### config.mk
export PLATFORM = sky130hd
export DESIGN_NAME = cache_refill_ctrl
export DESIGN_NICKNAME = d
export VERILOG_FILES = /design/src/rtl/cache_refill_ctrl.sv
export SDC_FILE = /design/constraint.sdc
export NUM_CORES = 1
export LEC_CHECK = 0
export ABC_AREA = 0
export BUFFER_PORTS_ARGS = -buffer_cell sky130_fd_sc_hd__buf_4
export CORE_ASPECT_RATIO = 1.25
export CORE_UTILIZATION = 40
export CTS_CLUSTER_DIAMETER = 200
export DETAILED_ROUTE_END_ITERATION = 8
export PLACE_DENSITY_LB_ADDON = 0.25
export SLEW_MARGIN = 10
export SYNTH_ARGS = -nofsm -noshare
export SYNTH_HDL_FRONTEND = slang
export SYNTH_SLANG_ARGS = --single-unit
### constraint.sdc
create_clock -name clk_i -period 6.67 [get_ports clk_i]
set_clock_uncertainty 0.05 [all_clocks]
set_input_delay 0 -clock clk_i [delete_from_list [all_inputs] [get_ports clk_i]]
set_output_delay 0 -clock clk_i [all_outputs]
set_load 0.05 [all_outputs]
### src/rtl/cache_refill_ctrl.sv
// cache_refill_ctrl
//   Miss handler for a direct-mapped write-back cache. When a lookup misses,
//   it first writes back a dirty victim line one word at a time. It then
//   refills the line from memory one word at a time. Finally it spends one
//   commit cycle before the held processor access is evaluated again.
//
//   The address is split as {tag, set index, word offset, 2'b00}.
//   TAG_WIDTH + SET_WIDTH + OFFSET_WIDTH must equal 32, and OFFSET_WIDTH
//   must be at least 3.
//
// Ports
//   clk_i          clock
//   rst_i          synchronous active-high reset
//   en_i           processor access valid
//   write_en_i     access is a store
//   addr_i         processor byte address
//   hit_i          set lookup hit
//   dirty_i        victim line is dirty
//   tag_line_i     victim line tag
//   mem_ready_i    memory moves one word this cycle
//   stall_o        processor must hold the access
//   mem_req_o      memory word transfer requested
//   mem_write_o    transfer is a write-back
//   mem_addr_o     word-aligned memory address
//   offset_line_o  word index into the cache line
//   line_write_o   cache line word write enable
//   set_valid_o    mark line valid
//   set_dirty_o    mark line dirty
//   miss_count_o   misses since reset (wrapping)
module cache_refill_ctrl #(
  parameter int TAG_WIDTH    = 22,
  parameter int SET_WIDTH    = 4,
  parameter int OFFSET_WIDTH = 6
) (
  input  logic                    clk_i,
  input  logic                    rst_i,
  input  logic                    en_i,
  input  logic                    write_en_i,
  input  logic [31:0]             addr_i,
  input  logic                    hit_i,
  input  logic                    dirty_i,
  input  logic [TAG_WIDTH-1:0]    tag_line_i,
  input  logic                    mem_ready_i,
  output logic                    stall_o,
  output logic                    mem_req_o,
  output logic                    mem_write_o,
  output logic [31:0]             mem_addr_o,
  output logic [OFFSET_WIDTH-3:0] offset_line_o,
  output logic                    line_write_o,
  output logic                    set_valid_o,
  output logic                    set_dirty_o,
  output logic [31:0]             miss_count_o
);

  localparam int CNT_W = OFFSET_WIDTH - 2;
  localparam logic [CNT_W-1:0] CNT_LAST = {CNT_W{1'b1}};
  localparam logic [CNT_W-1:0] CNT_ZERO = {CNT_W{1'b0}};
  localparam logic [CNT_W-1:0] CNT_ONE  = {{(CNT_W-1){1'b0}}, 1'b1};

  typedef enum logic [1:0] {
    IDLE       = 2'd0,
    WRITE_BACK = 2'd1,
    READ_MEM   = 2'd2,
    COMMIT     = 2'd3
  } state_e;

  state_e                 state_q, state_d;
  logic [CNT_W-1:0]       cnt_q, cnt_d;
  logic [TAG_WIDTH-1:0]   tag_q, tag_d;    // tag of the missing access
  logic [SET_WIDTH-1:0]   idx_q, idx_d;    // set index of the missing access
  logic [TAG_WIDTH-1:0]   vtag_q, vtag_d;  // tag of the victim being written back
  logic [31:0]            miss_q, miss_d;

  // The byte-select bits never reach memory, because all transfers are word-aligned.
  logic unused_addr_s;
  assign unused_addr_s = ^addr_i[1:0];

  assign miss_count_o = miss_q;

  // Next-state, counter and output decode for the refill sequence
  always_comb begin
    state_d       = state_q;
    cnt_d         = cnt_q;
    tag_d         = tag_q;
    idx_d         = idx_q;
    vtag_d        = vtag_q;
    miss_d        = miss_q;
    stall_o       = 1'b0;
    mem_req_o     = 1'b0;
    mem_write_o   = 1'b0;
    mem_addr_o    = {addr_i[31:2], 2'b00};
    offset_line_o = addr_i[OFFSET_WIDTH-1:2];
    line_write_o  = 1'b0;
    set_valid_o   = 1'b0;
    set_dirty_o   = 1'b0;

    case (state_q)
      IDLE: begin
        if (en_i) begin
          if (hit_i) begin
            // A store hit updates the line in place and marks it dirty.
            if (write_en_i) begin
              line_write_o = 1'b1;
              set_valid_o  = 1'b1;
              set_dirty_o  = 1'b1;
            end else begin
              line_write_o = 1'b0;
            end
          end else begin
            // Capture everything the refill needs, so that later input
            // changes cannot disturb it.
            stall_o = 1'b1;
            tag_d   = addr_i[31 -: TAG_WIDTH];
            idx_d   = addr_i[OFFSET_WIDTH +: SET_WIDTH];
            vtag_d  = tag_line_i;
            cnt_d   = CNT_ZERO;
            miss_d  = miss_q + 32'd1;
            state_d = dirty_i ? WRITE_BACK : READ_MEM;
          end
        end else begin
          stall_o = 1'b0;
        end
      end

      WRITE_BACK: begin
        stall_o       = 1'b1;
        mem_req_o     = 1'b1;
        mem_write_o   = 1'b1;
        mem_addr_o    = {vtag_q, idx_q, cnt_q, 2'b00};
        offset_line_o = cnt_q;
        if (mem_ready_i) begin
          // The counter wraps to zero on the last word, so the read phase starts at word 0.
          cnt_d = cnt_q + CNT_ONE;
          if (cnt_q == CNT_LAST) begin
            state_d = READ_MEM;
          end else begin
            state_d = WRITE_BACK;
          end
        end else begin
          cnt_d = cnt_q;
        end
      end

      READ_MEM: begin
        stall_o       = 1'b1;
        mem_req_o     = 1'b1;
        mem_addr_o    = {tag_q, idx_q, cnt_q, 2'b00};
        offset_line_o = cnt_q;
        line_write_o  = mem_ready_i;
        if (mem_ready_i) begin
          cnt_d = cnt_q + CNT_ONE;
          if (cnt_q == CNT_LAST) begin
            // The last word lands now, so the line becomes valid and clean.
            set_valid_o = 1'b1;
            set_dirty_o = 1'b0;
            state_d     = COMMIT;
          end else begin
            state_d = READ_MEM;
          end
        end else begin
          cnt_d = cnt_q;
        end
      end

      COMMIT: begin
        stall_o       = 1'b1;
        mem_addr_o    = {tag_q, idx_q, cnt_q, 2'b00};
        offset_line_o = cnt_q;
        state_d       = IDLE;
      end

      default: begin
        state_d = IDLE;
      end
    endcase
  end

  // State and datapath registers, with synchronous reset
  always_ff @(posedge clk_i) begin
    if (rst_i) begin
      state_q <= IDLE;
      cnt_q   <= CNT_ZERO;
      tag_q   <= {TAG_WIDTH{1'b0}};
      idx_q   <= {SET_WIDTH{1'b0}};
      vtag_q  <= {TAG_WIDTH{1'b0}};
      miss_q  <= 32'd0;
    end else begin
      state_q <= state_d;
      cnt_q   <= cnt_d;
      tag_q   <= tag_d;
      idx_q   <= idx_d;
      vtag_q  <= vtag_d;
      miss_q  <= miss_d;
    end
  end

endmodule

* After elaboration in Yosys (flattened, before gate mapping)
Index checks and enable logic that the tools add are counted.
Storage, ports and cells: logic and storage cells 53, output and inout port bits 74, flip-flop bits (word level) 86
Cells by class: multiplexer cells 27, add/subtract/negate cells 2, eq/ne operators 9, reduce and logical (&&, ||, !) cells 8, bitwise gates (word level) 1
Operators with widths (number):
- $pmux W32 S2 | 1
- $add A32 B1 Y32 const B | 1
- $mux W4 | 4
- $mux W2 | 6
- $mux W1 | 11
- $ne A2 B2 Y1 const B | 4
- $pmux W2 S4 | 1
- $pmux W4 S2 | 1
- $reduce_and A4 Y1 | 2
- $pmux W1 S2 | 3
- $add A4 B1 Y4 const B | 1
- $eq A2 B2 Y1 const B | 2
- $eq A4 B4 Y1 const B | 1
- $reduce_or A2 Y1 | 2
- $reduce_and A3 Y1 | 1
- $reduce_or A3 Y1 | 1
- $eq A2 B1 Y1 const B | 1
- $logic_not A2 Y1 | 1
- $ne A2 B1 Y1 const B | 1
- $reduce_bool A2 Y1 | 1
- $not A1 Y1 | 1

* Logic depth before layout (Yosys ltp)
Gate-level depths: netlist of run 1.
depth after elaboration 4, mapped depth 8, mapped depth without buffers 6

* Worst setup path after synthesis of run 1
No wires, ideal clock.
kind reg-to-output, start point register state_q[1], end point output port mem_addr_o[22], cell stages (with the launch flop) 8, setup slack 3.730 ns, required time 6.620 ns, data arrival time 2.890 ns, cells stage by stage dfxtp_1 clkbuf_1 inv_1 ha_1 clkbuf_1 clkbuf_1 a22oi_1 o21ai_0
On the way: cells in the longest elaborated chain, start to end 3, elaborated cells on any way between the ends 5, classes of those cells 3 x eq/ne; 1 x mux; 1 x reduce/logical
Ends and longest elaborated chain:
- from (decl) | line 67 | state_e state_q, state_d;
- from (signal assigned) | line 188 | state_q <= state_d;
- $eq A2 B2 Y1 | line 97 | case (state_q)
- $reduce_or A2 Y1 (no line)
- $pmux W32 S2 (*) | line 97
- to (decl) | line 47 | output logic [31:0] mem_addr_o,
Mark *: on every way between the ends. The rest lies on a longest branch, timed or not.

* Worst setup path in the final report of run 1
start point register state_q[1], end point register miss_q[29] (netlist: miss_count_o[29])
On the way: cells in the longest elaborated chain, start to end 2
Ends and longest elaborated chain:
- $logic_not A2 Y1 | line 97
- $reduce_and A3 Y1 (no line)
- to (signal assigned) | line 193 | miss_q <= miss_d;
- to (decl) | line 72 | logic [31:0] miss_q, miss_d;
Every way passes these cells. A chain may end at the register's enable or synchronous reset.

==> flow_summary.html, run 1 <==
<table>
<tr><th>Metric</th><th>Value</th></tr>
<tr><th colspan="2">Synthesis</th></tr>
<tr><td>Post-Synthesis Cell Area</td><td>4240 um2</td></tr>
<tr><td>Count of mapped cells out of synthesis</td><td>556</td></tr>
<tr><td>Synthesized flop and latch total</td><td>86</td></tr>
<tr><td>Dominant cell type by area after synthesis</td><td>dfxtp_1</td></tr>
<tr><td>Seq/Total Area, Yosys</td><td>40.6%</td></tr>
<tr><td>Syn. warnings</td><td>0</td></tr>
<tr><td>Cell types with the largest area share after synthesis</td><td>dfxtp_1 41%, nand2_1 13%, a21oi_1 7.5%</td></tr>
<tr><td>Count of different cell masters after synthesis</td><td>43</td></tr>
<tr><td>Mean post-synth cell area</td><td>7.63 um2</td></tr>
<tr><td>Number of flops mapped to enable cells by yosys</td><td>0</td></tr>
<tr><td>Commonest cells post-synth</td><td>148 x nand2_1, 86 x dfxtp_1, 64 x a21oi_1</td></tr>
<tr><td>Async set-reset flop share out of synthesis</td><td>0%</td></tr>
<tr><td>Top flip-flop cell by instance count after synthesis</td><td>dfxtp_1</td></tr>
<tr><td>Portion of synthesized cell area occupied by the leading cell type</td><td>40.6%</td></tr>
<tr><td>Most instantiated library cell after synthesis</td><td>nand2_1</td></tr>
<tr><th colspan="2">Route</th></tr>
<tr><td>Overall via count from detail_route</td><td>4427</td></tr>
<tr><td>DRC marker count from the first detailed-route iteration</td><td>181</td></tr>
<tr><td>Remaining antenna violation count after routing</td><td>0</td></tr>
<tr><td>Total wirelength of the detailed-routed design</td><td>11700 um</td></tr>
<tr><td>Pre-antenna DRT Iters</td><td>6</td></tr>
<tr><td>Average vias per placed instance</td><td>5.26</td></tr>
<tr><td>Remaining routing DRC violations</td><td>0</td></tr>
<tr><td>Wire length per cell after detailed routing</td><td>13.9 um</td></tr>
<tr><th colspan="2">Floorplan</th></tr>
<tr><td>Area inside the core boundary</td><td>10200 um2</td></tr>
<tr><td>Die Height</td><td>117 um</td></tr>
<tr><td>Standard-cell rows</td><td>41</td></tr>
<tr><td>Area of the die</td><td>11000 um2</td></tr>
<tr><td>Die outline width</td><td>94.1 um</td></tr>
<tr><td>IO Pins</td><td>135</td></tr>
<tr><td>Starting density of the core</td><td>41.6%</td></tr>
<tr><th colspan="2">Pwr</th></tr>
<tr><td>Peak VDD IR</td><td>0.174 mV</td></tr>
<tr><td>Tot Pwr</td><td>0.00213 W</td></tr>
<tr><td>Part of the power in registers</td><td>28.5%</td></tr>
<tr><td>Combinational cell fraction of total power</td><td>46.5%</td></tr>
<tr><td>Sw Pwr</td><td>0.000937 W</td></tr>
<tr><td>Cell area power density</td><td>352 nW/um2</td></tr>
<tr><td>Clock share of power</td><td>25.1%</td></tr>
<tr><td>Switching Share</td><td>44.0%</td></tr>
<tr><td>Leakage power total</td><td>2.41 nW</td></tr>
<tr><td>Pint</td><td>0.00119 W</td></tr>
<tr><th colspan="2">CTS</th></tr>
<tr><td>Num CTS Buffers</td><td>9</td></tr>
<tr><td>CTS max path bufs</td><td>2</td></tr>
<tr><td>CTS tree</td><td>built</td></tr>
<tr><td>Clock-pin slew reported for the worst setup and hold paths after clock tree synthesis</td><td>0.06 ns</td></tr>
<tr><td>Post-CTS setup buffer count</td><td>0</td></tr>
<tr><td>Worst-Skew Late Latency</td><td>0.33 ns</td></tr>
<tr><td>H-tree levels</td><td>3</td></tr>
<tr><td>Sinks on Clock Net</td><td>86</td></tr>
<tr><td>Clock tree root buffer cell</td><td>clkbuf_16</td></tr>
<tr><th colspan="2">Worst setup path</th></tr>
<tr><td>Critical path fanouts, max</td><td>70</td></tr>
<tr><td>Startpoint of the most critical register-to-register path</td><td>state_q[1]$_SDFFE_PP0P_</td></tr>
<tr><td>Data arrival time of the worst path</td><td>3.63 ns</td></tr>
<tr><td>R2R Setup Slk</td><td>3.20 ns</td></tr>
<tr><td>Worst R2R Path Depth</td><td>6</td></tr>
<tr><td>WP data required</td><td>6.83 ns</td></tr>
<tr><td>Crit Reg-Reg Endpoint</td><td>miss_count_o[29]$_SDFFE_PP0P_</td></tr>
<tr><td>Capture point of the critical path</td><td>miss_count_o[29]$_SDFFE_PP0P_</td></tr>
<tr><td>Origin of the worst setup path</td><td>state_q[1]$_SDFFE_PP0P_</td></tr>
<tr><td>Critical setup path kind</td><td>register to register</td></tr>
<tr><td>Type of destination of the critical path</td><td>register</td></tr>
<tr><td>Critical path launch point type</td><td>register</td></tr>
<tr><th colspan="2">Worst hold path</th></tr>
<tr><td>Hold Crit Class</td><td>primary input to register</td></tr>
<tr><th colspan="2">Global route</th></tr>
<tr><td>Total routing usage reported by global routing</td><td>21.3%</td></tr>
<tr><td>Maximum number of pins on one net before global-route repair</td><td>95</td></tr>
<tr><td>Initial antenna violation count</td><td>0</td></tr>
<tr><td>Congestion Overflow GR</td><td>0</td></tr>
<tr><td>First-pass GRT wire length</td><td>18800 um</td></tr>
<tr><td>Vias in the first global route</td><td>4230</td></tr>
<tr><th colspan="2">Timing</th></tr>
<tr><td>Setup Total Neg Slack</td><td>0 ns</td></tr>
<tr><td>Unrepaired setup endpoints after global routing</td><td>no</td></tr>
<tr><td>Final setup fails</td><td>0</td></tr>
<tr><td>Fin. max-slew vios</td><td>0</td></tr>
<tr><td>Number of hold-slack violations in the final timing report</td><td>0</td></tr>
<tr><td>Transition time of the tightest slew-check pin</td><td>1.16 ns</td></tr>
<tr><td>Maximum clock frequency</td><td>288 MHz</td></tr>
<tr><td>Final worst-path cycle share</td><td>52.0%</td></tr>
<tr><td>Period minus WS final</td><td>3.47 ns</td></tr>
<tr><td>Slew HR</td><td>22.4%</td></tr>
<tr><th colspan="2">Placed design</th></tr>
<tr><td>IO buf count</td><td>130</td></tr>
<tr><td>Placed cell areas</td><td>5220 um2</td></tr>
<tr><td>Last weighted congestion value of the routability-driven placer</td><td>0.858</td></tr>
<tr><td>Placed cells</td><td>775</td></tr>
<tr><td>Post-detailed-placement half-perimeter wirelength</td><td>7450 um</td></tr>
<tr><th colspan="2">Run status</th></tr>
<tr><td>Status</td><td>completed</td></tr>
<tr><th colspan="2">Layout</th></tr>
<tr><td>Final Instance Area</td><td>6040 um2</td></tr>
<tr><td>Antenna fix cells</td><td>0</td></tr>
<tr><td>Layout overhead on the synthesized area</td><td>42.4%</td></tr>
<tr><td>Proportion of layout cells with a drive suffix above 1</td><td>23.3%</td></tr>
<tr><td>Number of nets in the finished design</td><td>775</td></tr>
<tr><td>Cell Count, Final, Fillers Out</td><td>841</td></tr>
<tr><th colspan="2">Flow run</th></tr>
<tr><td>Maximum Capacitance Violations</td><td>0</td></tr>
</table>
[stage by stage]
step / worst slack [ns] / util [%] / hold slack [ns]
finish: 3.20 / 59.2 / 0.0272
floorplan: 3.73 / - / 0.0860
detailed placement: 3.18 / 51.1 / 0.208
CTS: 3.18 / 59.2 / 0.0199
global placement: 3.23 / 51.1 / 0.201
global route: 2.91 / 59.2 / 0.103
[flip-flops by register name, summed over array words and instances (netlist names)]
register / count
state_q: 2
tag_q: 22
idx_q: 4
cnt_q: 4
vtag_q: 22
miss_count_o: 32
[critical path: stages, from the launching register on]
cell,delay (ns)
dfxtp_1,0.65
inv_1,0.25
ha_2,0.97
nand4b_2,0.26
or2_1,0.46
nor4_1,0.35
mux2_1,0.36
[cell usage in the layout, fill, tap and decap left out, types with 10 or more instances in the layout]
master	netlist	final
a21oi_1	64	64
a22oi_1	22	22
buf_4	2	131
dfxtp_1	86	86
dlygate4sd3_1	0	50
mux2_2	13	13
nand2_1	148	148
nand3_1	13	13
nor2_1	24	24
nor2b_1	10	10
o21ai_0	33	33
o31ai_1	12	12
or4_1	11	11
xnor2_1	10	10
[per-layer routing]
layer  vias up  share of wire (%)  routed length, um  global-route usage [%]
met1      2057                 41               4850                    23.9
met2       122                 52               6070                    40.0
li1       2228                  -                  -                       -
met3        20                4.8                565                    3.17
met4         0                1.8                210                    8.82
met5         -                  0                  0                       0
[power groups by stage]
stage	combinational (W)	sequential (W)	clock, W
2_1_floorplan	0.000713	0.000598	0
3_3_place_gp	0.000952	0.000614	0
3_5_place_dp	0.000963	0.000617	0
4_1_cts	0.000992	0.000605	0.000548
5_1_grt	0.00105	0.000614	0.000568
6_report	0.000989	0.000606	0.000533
[logic make-up after synthesis]
group / share of synthesized area, %
compound gates: 18.4
xor+xnor: 2.48
fa+ha+maj: 2.06
buf+inv: 5.01
flops: 40.6
mux: 4.19
other cells: 0.0884
simple gates: 27.2
[area by class of cell]
type | count | area, um2
clock inverters | 5 | 82.6
fillers | 912 | 4170
multi-input cells | 420 | 2320
flip-flops and latches | 86 | 1720
repair buffers | 181 | 1480
inverters | 9 | 33.8
well taps | 129 | 161
clock buffers | 11 | 243
[how the worst min path moves through the flow]
stage | startpoint | end | slack [ns] | cells after the start
floorplan | addr_i[6] | idx_q[0]$_SDFFE_PP0P_ | 0.09 | 2
global placement | tag_line_i[0] | vtag_q[0]$_SDFFE_PP0P_ | 0.20 | 3
detailed placement | tag_line_i[0] | vtag_q[0]$_SDFFE_PP0P_ | 0.21 | 3
CTS | mem_ready_i | state_q[0]$_SDFFE_PP0P_ | 0.02 | 4
global route | mem_ready_i | state_q[0]$_SDFFE_PP0P_ | 0.10 | 4
finish | mem_ready_i | state_q[0]$_SDFFE_PP0P_ | 0.03 | 4
[repair_timing]
item                      in CTS  in global routing
hold buffers                  50                  0
resized for setup              0                  0
hold endpoints to repair      50                  0
Note: power is estimated with default switching activity, not from simulation.
==> run 2, diff against run 1 <==
==> constraint.sdc (replaced) <==
create_clock -name clk_i -period 2.9 [get_ports clk_i]
set_clock_uncertainty 0.05 [all_clocks]
set_input_delay 0 -clock clk_i [delete_from_list [all_inputs] [get_ports clk_i]]
set_output_delay 0 -clock clk_i [all_outputs]
set_load 0.05 [all_outputs]
==> run 2 against run 1 <==
  * Non-clock buffer count up 4
  * Count of clock-buffer cells in the layout unchanged
  * Flip-flop and latch count unchanged
  * Total power up 130%
  * Die area unchanged
  * Register-to-register slack worse by 2.6 ns
  * Maximum frequency up 51%
  * Sequential share of layout area about the same
  * First-iteration DRC count down 5.0%
  * Critical path depth down 2
  * Routed wire length down 1.5%
  * Cell area about the same
  * Largest power group unchanged
==> flow_summary.html, run 2 (synthesis results as in run 1) <==
<table>
<tr><th>Metric</th><th>Value</th></tr>
<tr><th colspan="2">Layout</th></tr>
<tr><td>Most frequent cells in the layout</td><td>148 x nand2_1, 135 x buf_4, 86 x dfxtp_1, 64 x a21oi_1, 49 x dlygate4sd3_1</td></tr>
<tr><td>Proportion of layout cells with a drive suffix above 1</td><td>23.6% (+0.32 points)</td></tr>
<tr><td>Area used by sequential logic in the layout</td><td>1720 um2 (unchanged)</td></tr>
<tr><td>Number of flip-flops under the largest register name</td><td>32 (unchanged)</td></tr>
<tr><td>Layout overhead on the synthesized area</td><td>42.3% (about the same)</td></tr>
<tr><td>Cell Count, Final, Fillers Out</td><td>844 (+0.36%)</td></tr>
<tr><td>Filler cells</td><td>883 (-3.2%)</td></tr>
<tr><td>Antenna fix cells</td><td>0 (unchanged)</td></tr>
<tr><td>Total area of multi-input combinational cells</td><td>2320 um2 (unchanged)</td></tr>
<tr><td>Post-layout utilization of the core</td><td>59.2% (about the same)</td></tr>
<tr><td>Number of nets in the finished design</td><td>779 (+0.52%)</td></tr>
<tr><td>Most common cell after layout, fill and taps aside</td><td>nand2_1</td></tr>
<tr><th colspan="2">Timing</th></tr>
<tr><td>Slew HR</td><td>36.9% (+14 points)</td></tr>
<tr><td>Final worst-path cycle share</td><td>79.1% (+27 points)</td></tr>
<tr><td>Maximum clock frequency</td><td>436 MHz (+51%)</td></tr>
<tr><td>Transition time of the tightest slew-check pin</td><td>0.947 ns (-0.217 ns)</td></tr>
<tr><td>Unrepaired setup endpoints after global routing</td><td>no</td></tr>
<tr><td>Fin. max-slew vios</td><td>0 (unchanged)</td></tr>
<tr><td>Setup Total Neg Slack</td><td>0 ns (unchanged)</td></tr>
<tr><td>Final setup fails</td><td>0 (unchanged)</td></tr>
<tr><td>Worst Setup Slack, final</td><td>0.605 ns (-2.59 ns)</td></tr>
<tr><td>Number of hold-slack violations in the final timing report</td><td>0 (unchanged)</td></tr>
<tr><td>Period minus WS final</td><td>2.29 ns (-1.18 ns)</td></tr>
<tr><th colspan="2">Worst setup path</th></tr>
<tr><td>Startpoint of the most critical register-to-register path</td><td>miss_count_o[7]$_SDFFE_PP0P_</td></tr>
<tr><td>Sequence of cells on the critical path</td><td>and4_4 &gt; nand4_2 &gt; nor4_1 &gt; mux2_2</td></tr>
<tr><td>Type of destination of the critical path</td><td>register</td></tr>
<tr><td>Origin of the worst setup path</td><td>miss_count_o[7]$_SDFFE_PP0P_</td></tr>
<tr><td>Critical path launch point type</td><td>register</td></tr>
<tr><td>WP data required</td><td>3.07 ns (-3.76 ns)</td></tr>
<tr><td>Critical path fanouts, max</td><td>30 (-57%)</td></tr>
<tr><td>Worst path bufs/invs</td><td>0 (-1)</td></tr>
<tr><td>R2R Setup Slk</td><td>0.61 ns (-2.59 ns)</td></tr>
<tr><td>Maximum single-stage delay on the critical path</td><td>0.52 ns (-0.45 ns)</td></tr>
<tr><td>Critical setup path kind</td><td>register to register</td></tr>
<tr><td>Top delay family on crit path</td><td>simple AND/OR/NAND/NOR gates</td></tr>
<tr><td>Data arrival time of the worst path</td><td>2.47 ns (-1.16 ns)</td></tr>
<tr><td>Crit-path slowest cell</td><td>nand4_2</td></tr>
<tr><th colspan="2">Pwr</th></tr>
<tr><td>Sw Pwr</td><td>0.00217 W (+130%)</td></tr>
<tr><td>Part of the power in registers</td><td>27.9% (-0.6 points)</td></tr>
<tr><td>Switching Share</td><td>44.9% (+0.93 points)</td></tr>
<tr><td>Peak VDD IR</td><td>0.429 mV (+150%)</td></tr>
<tr><td>Pint</td><td>0.00266 W (+120%)</td></tr>
<tr><td>Cell area power density</td><td>799 nW/um2 (+130%)</td></tr>
<tr><td>Leakage power total</td><td>2.42 nW (+0.42%)</td></tr>
<tr><td>Combinational cell fraction of total power</td><td>49.2% (+2.7 points)</td></tr>
<tr><td>Clock share of power</td><td>22.9% (-2.2 points)</td></tr>
<tr><th colspan="2">Global route</th></tr>
<tr><td>Busiest layer in global routing</td><td>met2</td></tr>
<tr><td>GR Layer Usage met2</td><td>38.0% (-2.0 points)</td></tr>
<tr><td>Congestion Overflow GR</td><td>0 (unchanged)</td></tr>
<tr><td>Global routing usage on met1</td><td>24.8% (+0.88 points)</td></tr>
<tr><td>Maximum number of pins on one net before global-route repair</td><td>95 (unchanged)</td></tr>
<tr><td>First-pass GRT wire length</td><td>18500 um (-1.8%)</td></tr>
<tr><td>Initial antenna violation count</td><td>0 (unchanged)</td></tr>
<tr><td>Total routing usage reported by global routing</td><td>21.2% (-0.084 points)</td></tr>
<tr><td>Vias in the first global route</td><td>4076 (-3.6%)</td></tr>
<tr><td>Met3 demand-to-capacity share in global routing</td><td>4.26% (+1.1 points)</td></tr>
<tr><th colspan="2">Floorplan</th></tr>
<tr><td>IO Pins</td><td>135 (unchanged)</td></tr>
<tr><td>Area of the die</td><td>11000 um2 (unchanged)</td></tr>
<tr><td>Area inside the core boundary</td><td>10200 um2 (unchanged)</td></tr>
<tr><td>Starting density of the core</td><td>41.6% (unchanged)</td></tr>
<tr><td>Standard-cell rows</td><td>41 (unchanged)</td></tr>
<tr><td>Die Height</td><td>117 um (unchanged)</td></tr>
<tr><td>Die outline width</td><td>94.1 um (unchanged)</td></tr>
<tr><th colspan="2">Placed design</th></tr>
<tr><td>Last weighted congestion value of the routability-driven placer</td><td>0.810 (-5.7%)</td></tr>
<tr><td>Placed cells</td><td>780 (+0.65%)</td></tr>
<tr><td>IO buf count</td><td>130 (unchanged)</td></tr>
<tr><td>Worst setup timing slack at the placement stage</td><td>0.654 ns (-2.53 ns)</td></tr>
<tr><td>Post-detailed-placement half-perimeter wirelength</td><td>7540 um (+1.2%)</td></tr>
<tr><th colspan="2">Route</th></tr>
<tr><td>Remaining antenna violation count after routing</td><td>0 (unchanged)</td></tr>
<tr><td>Pre-antenna DRT Iters</td><td>4 (-2)</td></tr>
<tr><td>DRC marker count from the first detailed-route iteration</td><td>172 (-5.0%)</td></tr>
<tr><td>Average vias per placed instance</td><td>5.21 (-0.96%)</td></tr>
<tr><td>Remaining routing DRC violations</td><td>0 (unchanged)</td></tr>
<tr><td>Wire length per cell after detailed routing</td><td>13.7 um (-1.8%)</td></tr>
<tr><td>Overall via count from detail_route</td><td>4400 (-0.61%)</td></tr>
<tr><td>Total wirelength of the detailed-routed design</td><td>11500 um (-1.5%)</td></tr>
<tr><th colspan="2">CTS</th></tr>
<tr><td>Clock-pin slew reported for the worst setup and hold paths after clock tree synthesis</td><td>0.06 ns (about the same)</td></tr>
<tr><td>Hold buffers post-CTS</td><td>49 (-2.0%)</td></tr>
<tr><td>Sinks on Clock Net</td><td>86 (unchanged)</td></tr>
<tr><td>Quantity of gates resized following cts</td><td>0 (unchanged)</td></tr>
<tr><td>H-tree levels</td><td>3 (unchanged)</td></tr>
<tr><td>Worst-Skew Late Latency</td><td>0.33 ns (about the same)</td></tr>
<tr><td>Clock tree root buffer cell</td><td>clkbuf_16</td></tr>
<tr><td>Post-CTS setup buffer count</td><td>0 (unchanged)</td></tr>
<tr><td>Num CTS Buffers</td><td>9 (unchanged)</td></tr>
<tr><td>CTS max path bufs</td><td>2 (unchanged)</td></tr>
<tr><td>CTS tree</td><td>built</td></tr>
<tr><th colspan="2">Run status</th></tr>
<tr><td>Status</td><td>completed</td></tr>
<tr><th colspan="2">Worst hold path</th></tr>
<tr><td>Hold Crit Class</td><td>primary input to register</td></tr>
<tr><td>Worst hold start</td><td>mem_ready_i</td></tr>
<tr><th colspan="2">Flow run</th></tr>
<tr><td>Maximum Capacitance Violations</td><td>0 (unchanged)</td></tr>
</table>
-- run 2: changes by cell type in the layout (fill, tap and decap cells not counted), sizes merged --
cell         before  now
buf             131  136
bufinv            2    1
clkinv            0    3
clkinvlp          3    0
dlygate4sd3      50   49
-- run 2: layer usage --
layer	share of wire, %	vias to the layer above
met5	0	-
met4	1.6	0
met3	5.3	15
met2	50	125
met1	43	2028
li1	-	2232
-- run 2: worst min-delay path, cell delays in order --
cell and delay, ns:
buf_4 0.09, o2bb2ai_1 0.10, nand2_1 0.08, a21oi_1 0.06
-- run 2: final cells by class --
| cell class | count | area share [%] |
|---|---|---|
| clock inverter | 4 | 0.808 |
| inverter | 9 | 0.559 |
| tap | 129 | 2.67 |
| clock buffer | 11 | 3.85 |
| timing repair buffer | 185 | 25.2 |
| multi-input combinational | 420 | 38.4 |
| sequential | 86 | 28.5 |
-- run 2: power by group through the flow --
stage | sequential (W) | combinational, W | clock [W]
6_report | 0.00135 | 0.00237 | 0.00111
4_1_cts | 0.00135 | 0.00238 | 0.00114
3_5_place_dp | 0.00137 | 0.00233 | 0
3_3_place_gp | 0.00136 | 0.00230 | 0
2_1_floorplan | 0.00138 | 0.00167 | 0
5_1_grt | 0.00136 | 0.00253 | 0.00118
-- run 2: final timing paths --
kind / to / cells after the start
worst min-delay path: state_q[1]$_SDFFE_PP0P_ / 4
worst min register to register: idx_q[3]$_SDFFE_PP0P_ / 2
worst max-delay path: miss_count_o[21]$_SDFFE_PP0P_ / 4
worst max register to register: miss_count_o[21]$_SDFFE_PP0P_ / 4
-- run 2: per-stage QoR --
| step | power, W | hold WS [ns] | cell area (um2) |
|---|---|---|---|
| 6_report | 0.00483 | 0.0135 | 6040 |
| 5_1_grt | 0.00506 | 0.0456 | 6040 |
| 4_1_cts | 0.00487 | 0.00502 | 6040 |
| 3_5_place_dp | 0.00370 | 0.212 | 5270 |
| 3_3_place_gp | 0.00367 | 0.200 | 5270 |
| 2_1_floorplan | 0.00305 | 0.0860 | 4250 |
==> run 3, diff against run 2 <==
==> constraint.sdc (replaced) <==
create_clock -name clk_i -period 2.11 [get_ports clk_i]
set_clock_uncertainty 0.05 [all_clocks]
set_input_delay 0 -clock clk_i [delete_from_list [all_inputs] [get_ports clk_i]]
set_output_delay 0 -clock clk_i [all_outputs]
set_load 0.05 [all_outputs]
==> run 3 against run 2 <==
  * Cell area rose by 7.6%
  * Utilization rose by 4.5 points
  * Die area did not move
  * Cell count rose by 1.1%
  * Global-route usage rose by 1.7 points
  * Flip-flop and latch count did not move
  * Routed wire length rose by 9.7%
  * Worst setup slack got worse by 0.49 ns
  * Clock power rose by 31%
  * Total power rose by 52%
==> flow_summary.html, run 3 (synthesis results as in run 1) <==
<table>
<tr><th>Metric</th><th>Value</th></tr>
<tr><th colspan="2">Pwr</th></tr>
<tr><td>Clock share of power</td><td>19.8% (-3.1 points)</td></tr>
<tr><td>Peak VDD IR</td><td>0.558 mV (+30%)</td></tr>
<tr><td>Pint</td><td>0.00389 W (+46%)</td></tr>
<tr><td>Sw Pwr</td><td>0.00345 W (+59%)</td></tr>
<tr><td>Part of the power in registers</td><td>25.2% (-2.7 points)</td></tr>
<tr><td>Leakage power total</td><td>2.53 nW (+4.8%)</td></tr>
<tr><td>Combinational cell fraction of total power</td><td>55.0% (+5.8 points)</td></tr>
<tr><td>Switching Share</td><td>47.0% (+2.1 points)</td></tr>
<tr><td>Tot Pwr</td><td>0.00734 W (+52%)</td></tr>
<tr><td>Cell area power density</td><td>1130 nW/um2 (+41%)</td></tr>
<tr><th colspan="2">Worst setup path</th></tr>
<tr><td>WP data required</td><td>2.06 ns (-1.01 ns)</td></tr>
<tr><td>Maximum single-stage delay on the critical path</td><td>0.37 ns (-0.15 ns)</td></tr>
<tr><td>Sequence of cells on the critical path</td><td>inv_1 &gt; ha_2 &gt; buf_4 &gt; a22oi_1 &gt; o21ai_4 &gt; buf_4</td></tr>
<tr><td>Crit-path slowest cell</td><td>ha_2</td></tr>
<tr><td>Critical path launch point type</td><td>register</td></tr>
<tr><td>Origin of the worst setup path</td><td>state_q[1]$_SDFFE_PP0P_</td></tr>
<tr><td>Worst R2R Path Depth</td><td>6 (+2)</td></tr>
<tr><td>Startpoint of the most critical register-to-register path</td><td>state_q[0]$_SDFFE_PP0P_</td></tr>
<tr><td>Critical setup path kind</td><td>register to output port</td></tr>
<tr><td>Type of destination of the critical path</td><td>output port</td></tr>
<tr><td>Critical path fanouts, max</td><td>15 (-50%)</td></tr>
<tr><td>Top cell by count, worst path</td><td>buf_4</td></tr>
<tr><td>Data arrival time of the worst path</td><td>1.95 ns (-0.52 ns)</td></tr>
<tr><th colspan="2">Placed design</th></tr>
<tr><td>Last weighted congestion value of the routability-driven placer</td><td>0.803 (-0.83%)</td></tr>
<tr><td>IO buf count</td><td>130 (unchanged)</td></tr>
<tr><td>Post-detailed-placement half-perimeter wirelength</td><td>7930 um (+5.2%)</td></tr>
<tr><td>Placed cells</td><td>787 (+0.90%)</td></tr>
<tr><td>Worst setup timing slack at the placement stage</td><td>0.0938 ns (-0.561 ns)</td></tr>
<tr><td>Placed cell areas</td><td>5670 um2 (+7.7%)</td></tr>
<tr><th colspan="2">Route</th></tr>
<tr><td>Wire length per cell after detailed routing</td><td>14.8 um (+8.6%)</td></tr>
<tr><td>Total wirelength of the detailed-routed design</td><td>12700 um (+9.7%)</td></tr>
<tr><td>DRC marker count from the first detailed-route iteration</td><td>196 (+14%)</td></tr>
<tr><td>Average vias per placed instance</td><td>5.36 (+2.9%)</td></tr>
<tr><td>Remaining antenna violation count after routing</td><td>0 (unchanged)</td></tr>
<tr><td>Remaining routing DRC violations</td><td>0 (unchanged)</td></tr>
<tr><td>Pre-antenna DRT Iters</td><td>4 (unchanged)</td></tr>
<tr><td>Overall via count from detail_route</td><td>4576 (+4.0%)</td></tr>
<tr><th colspan="2">CTS</th></tr>
<tr><td>CTS max path bufs</td><td>2 (unchanged)</td></tr>
<tr><td>Post-CTS setup buffer count</td><td>0 (unchanged)</td></tr>
<tr><td>Clock tree root buffer cell</td><td>clkbuf_16</td></tr>
<tr><td>Num CTS Buffers</td><td>9 (unchanged)</td></tr>
<tr><td>H-tree levels</td><td>3 (unchanged)</td></tr>
<tr><td>Clock-pin slew reported for the worst setup and hold paths after clock tree synthesis</td><td>0.06 ns (about the same)</td></tr>
<tr><td>Sinks on Clock Net</td><td>86 (unchanged)</td></tr>
<tr><td>Worst-Skew Late Latency</td><td>0.33 ns (about the same)</td></tr>
<tr><td>CTS tree</td><td>built</td></tr>
<tr><th colspan="2">Layout</th></tr>
<tr><td>Area used by sequential logic in the layout</td><td>1720 um2 (+0.15%)</td></tr>
<tr><td>Proportion of layout cells with a drive suffix above 1</td><td>29.7% (+6.1 points)</td></tr>
<tr><td>Filler cells</td><td>865 (-2.0%)</td></tr>
<tr><td>Total area of multi-input combinational cells</td><td>2650 um2 (+14%)</td></tr>
<tr><td>Layout overhead on the synthesized area</td><td>53.1%</td></tr>
<tr><td>Number of flip-flops under the largest register name</td><td>32 (unchanged)</td></tr>
<tr><td>Most frequent cells in the layout</td><td>148 x nand2_1, 138 x buf_4, 84 x dfxtp_1, 64 x a21oi_1, 49 x dlygate4sd3_1</td></tr>
<tr><td>Cell Count, Final, Fillers Out</td><td>853 (+1.1%)</td></tr>
<tr><td>Antenna fix cells</td><td>0 (unchanged)</td></tr>
<tr><td>Final Instance Area</td><td>6500 um2 (+7.6%)</td></tr>
<tr><td>Most common cell after layout, fill and taps aside</td><td>nand2_1</td></tr>
<tr><td>Number of nets in the finished design</td><td>787 (+1.0%)</td></tr>
<tr><th colspan="2">Floorplan</th></tr>
<tr><td>Standard-cell rows</td><td>41 (unchanged)</td></tr>
<tr><td>Starting density of the core</td><td>41.6% (unchanged)</td></tr>
<tr><td>IO Pins</td><td>135 (unchanged)</td></tr>
<tr><td>Area inside the core boundary</td><td>10200 um2 (unchanged)</td></tr>
<tr><td>Area of the die</td><td>11000 um2 (unchanged)</td></tr>
<tr><td>Die Height</td><td>117 um (unchanged)</td></tr>
<tr><td>Die outline width</td><td>94.1 um (unchanged)</td></tr>
<tr><th colspan="2">Worst hold path</th></tr>
<tr><td>Hold Crit Class</td><td>primary input to register</td></tr>
<tr><td>Worst hold start</td><td>mem_ready_i</td></tr>
<tr><td>Number of cells on the worst hold path</td><td>4 (unchanged)</td></tr>
<tr><th colspan="2">Timing</th></tr>
<tr><td>Worst Setup Slack, final</td><td>0.115 ns (-0.491 ns)</td></tr>
<tr><td>Final worst-path cycle share</td><td>94.6%</td></tr>
<tr><td>Final setup fails</td><td>0 (unchanged)</td></tr>
<tr><td>Fin. max-slew vios</td><td>0 (unchanged)</td></tr>
<tr><td>Transition time of the tightest slew-check pin</td><td>0.572 ns (-0.375 ns)</td></tr>
<tr><td>Maximum clock frequency</td><td>501 MHz</td></tr>
<tr><td>Setup Total Neg Slack</td><td>0 ns (unchanged)</td></tr>
<tr><td>Number of hold-slack violations in the final timing report</td><td>0 (unchanged)</td></tr>
<tr><td>Slew HR</td><td>61.9% (+25 points)</td></tr>
<tr><td>Period minus WS final</td><td>2.00 ns</td></tr>
<tr><td>Unrepaired setup endpoints after global routing</td><td>no</td></tr>
<tr><th colspan="2">Global route</th></tr>
<tr><td>Maximum number of pins on one net before global-route repair</td><td>54 (-43%)</td></tr>
<tr><td>Total routing usage reported by global routing</td><td>23.0% (+1.7 points)</td></tr>
<tr><td>Initial antenna violation count</td><td>0 (unchanged)</td></tr>
<tr><td>Congestion Overflow GR</td><td>0 (unchanged)</td></tr>
<tr><td>First-pass GRT wire length</td><td>20000 um (+8.2%)</td></tr>
<tr><td>Vias in the first global route</td><td>4272 (+4.8%)</td></tr>
<tr><th colspan="2">Flow run</th></tr>
<tr><td>Maximum Capacitance Violations</td><td>0 (unchanged)</td></tr>
<tr><th colspan="2">Run status</th></tr>
<tr><td>Status</td><td>completed</td></tr>
</table>
## run 3: cell types whose count changed in the layout (fill, tap and decap cells not counted), sizes merged
| cell | change |
|---|---|
| buf | +8 |
| clkinv | -2 |
| clkinvlp | +4 |
| bufinv | -1 |
## run 3: path summary, 6_finish.rpt
path,end,slack [ns]
setup / recovery,mem_addr_o[11],0.11
hold / removal,state_q[1]$_SDFFE_PP0P_,0.03
setup reg to reg,miss_count_o[23]$_SDFFE_PP0P_,0.13
hold reg to reg,vtag_q[7]$_SDFFE_PP0P_,0.40
## run 3: power groups by stage
| stage | Combinational, W | Sequential [W] | Clock (W) |
|---|---|---|---|
| 6_report | 0.00404 | 0.00185 | 0.00145 |
| 3_3_place_gp | 0.00374 | 0.00187 | 0 |
| 3_5_place_dp | 0.00380 | 0.00188 | 0 |
| 4_1_cts | 0.00403 | 0.00184 | 0.00149 |
| 2_1_floorplan | 0.00278 | 0.00189 | 0 |
| 5_1_grt | 0.00428 | 0.00186 | 0.00156 |
## run 3: routing by layer
metal  up-vias  track usage, %  wire length, um
li1       2257               -                -
met1      2181            25.9             5180
met2       126            43.0             6760
met3        12            3.49              562
met4         0            9.23              159
met5         -               0                0
## run 3: repair_timing
action                                 CTS  global route
setup endpoints to repair               24            31
resized for setup                        2             5
endpoints found under the hold margin   49             0
hold buffers                            49             0
gates cloned                             1             0
## run 3: layout make-up
type / instances / area share [%]
Clock buffer: 11 / 3.74
Clock inverter: 5 / 0.539
Inverter: 9 / 0.520
Multi-Input combinational cell: 420 / 40.7
Sequential cell: 86 / 26.5
Tap cell: 129 / 2.48
Timing Repair Buffer: 193 / 25.4
## run 3: critical path: cells and delay by family (launching register included)
kind	cells	cell delay [ns]
compound gates	2	0.28
flops	1	0.31
buf+inv	3	0.64
fa+ha+maj	1	0.37
## run 3: metrics by stage
stage	hold WS, ns	utilization (%)
2_1_floorplan	0.0860	-
3_3_place_gp	0.203	55.6
3_5_place_dp	0.210	55.6
4_1_cts	0.0239	63.4
5_1_grt	0.0625	63.6
6_report	0.0343	63.6
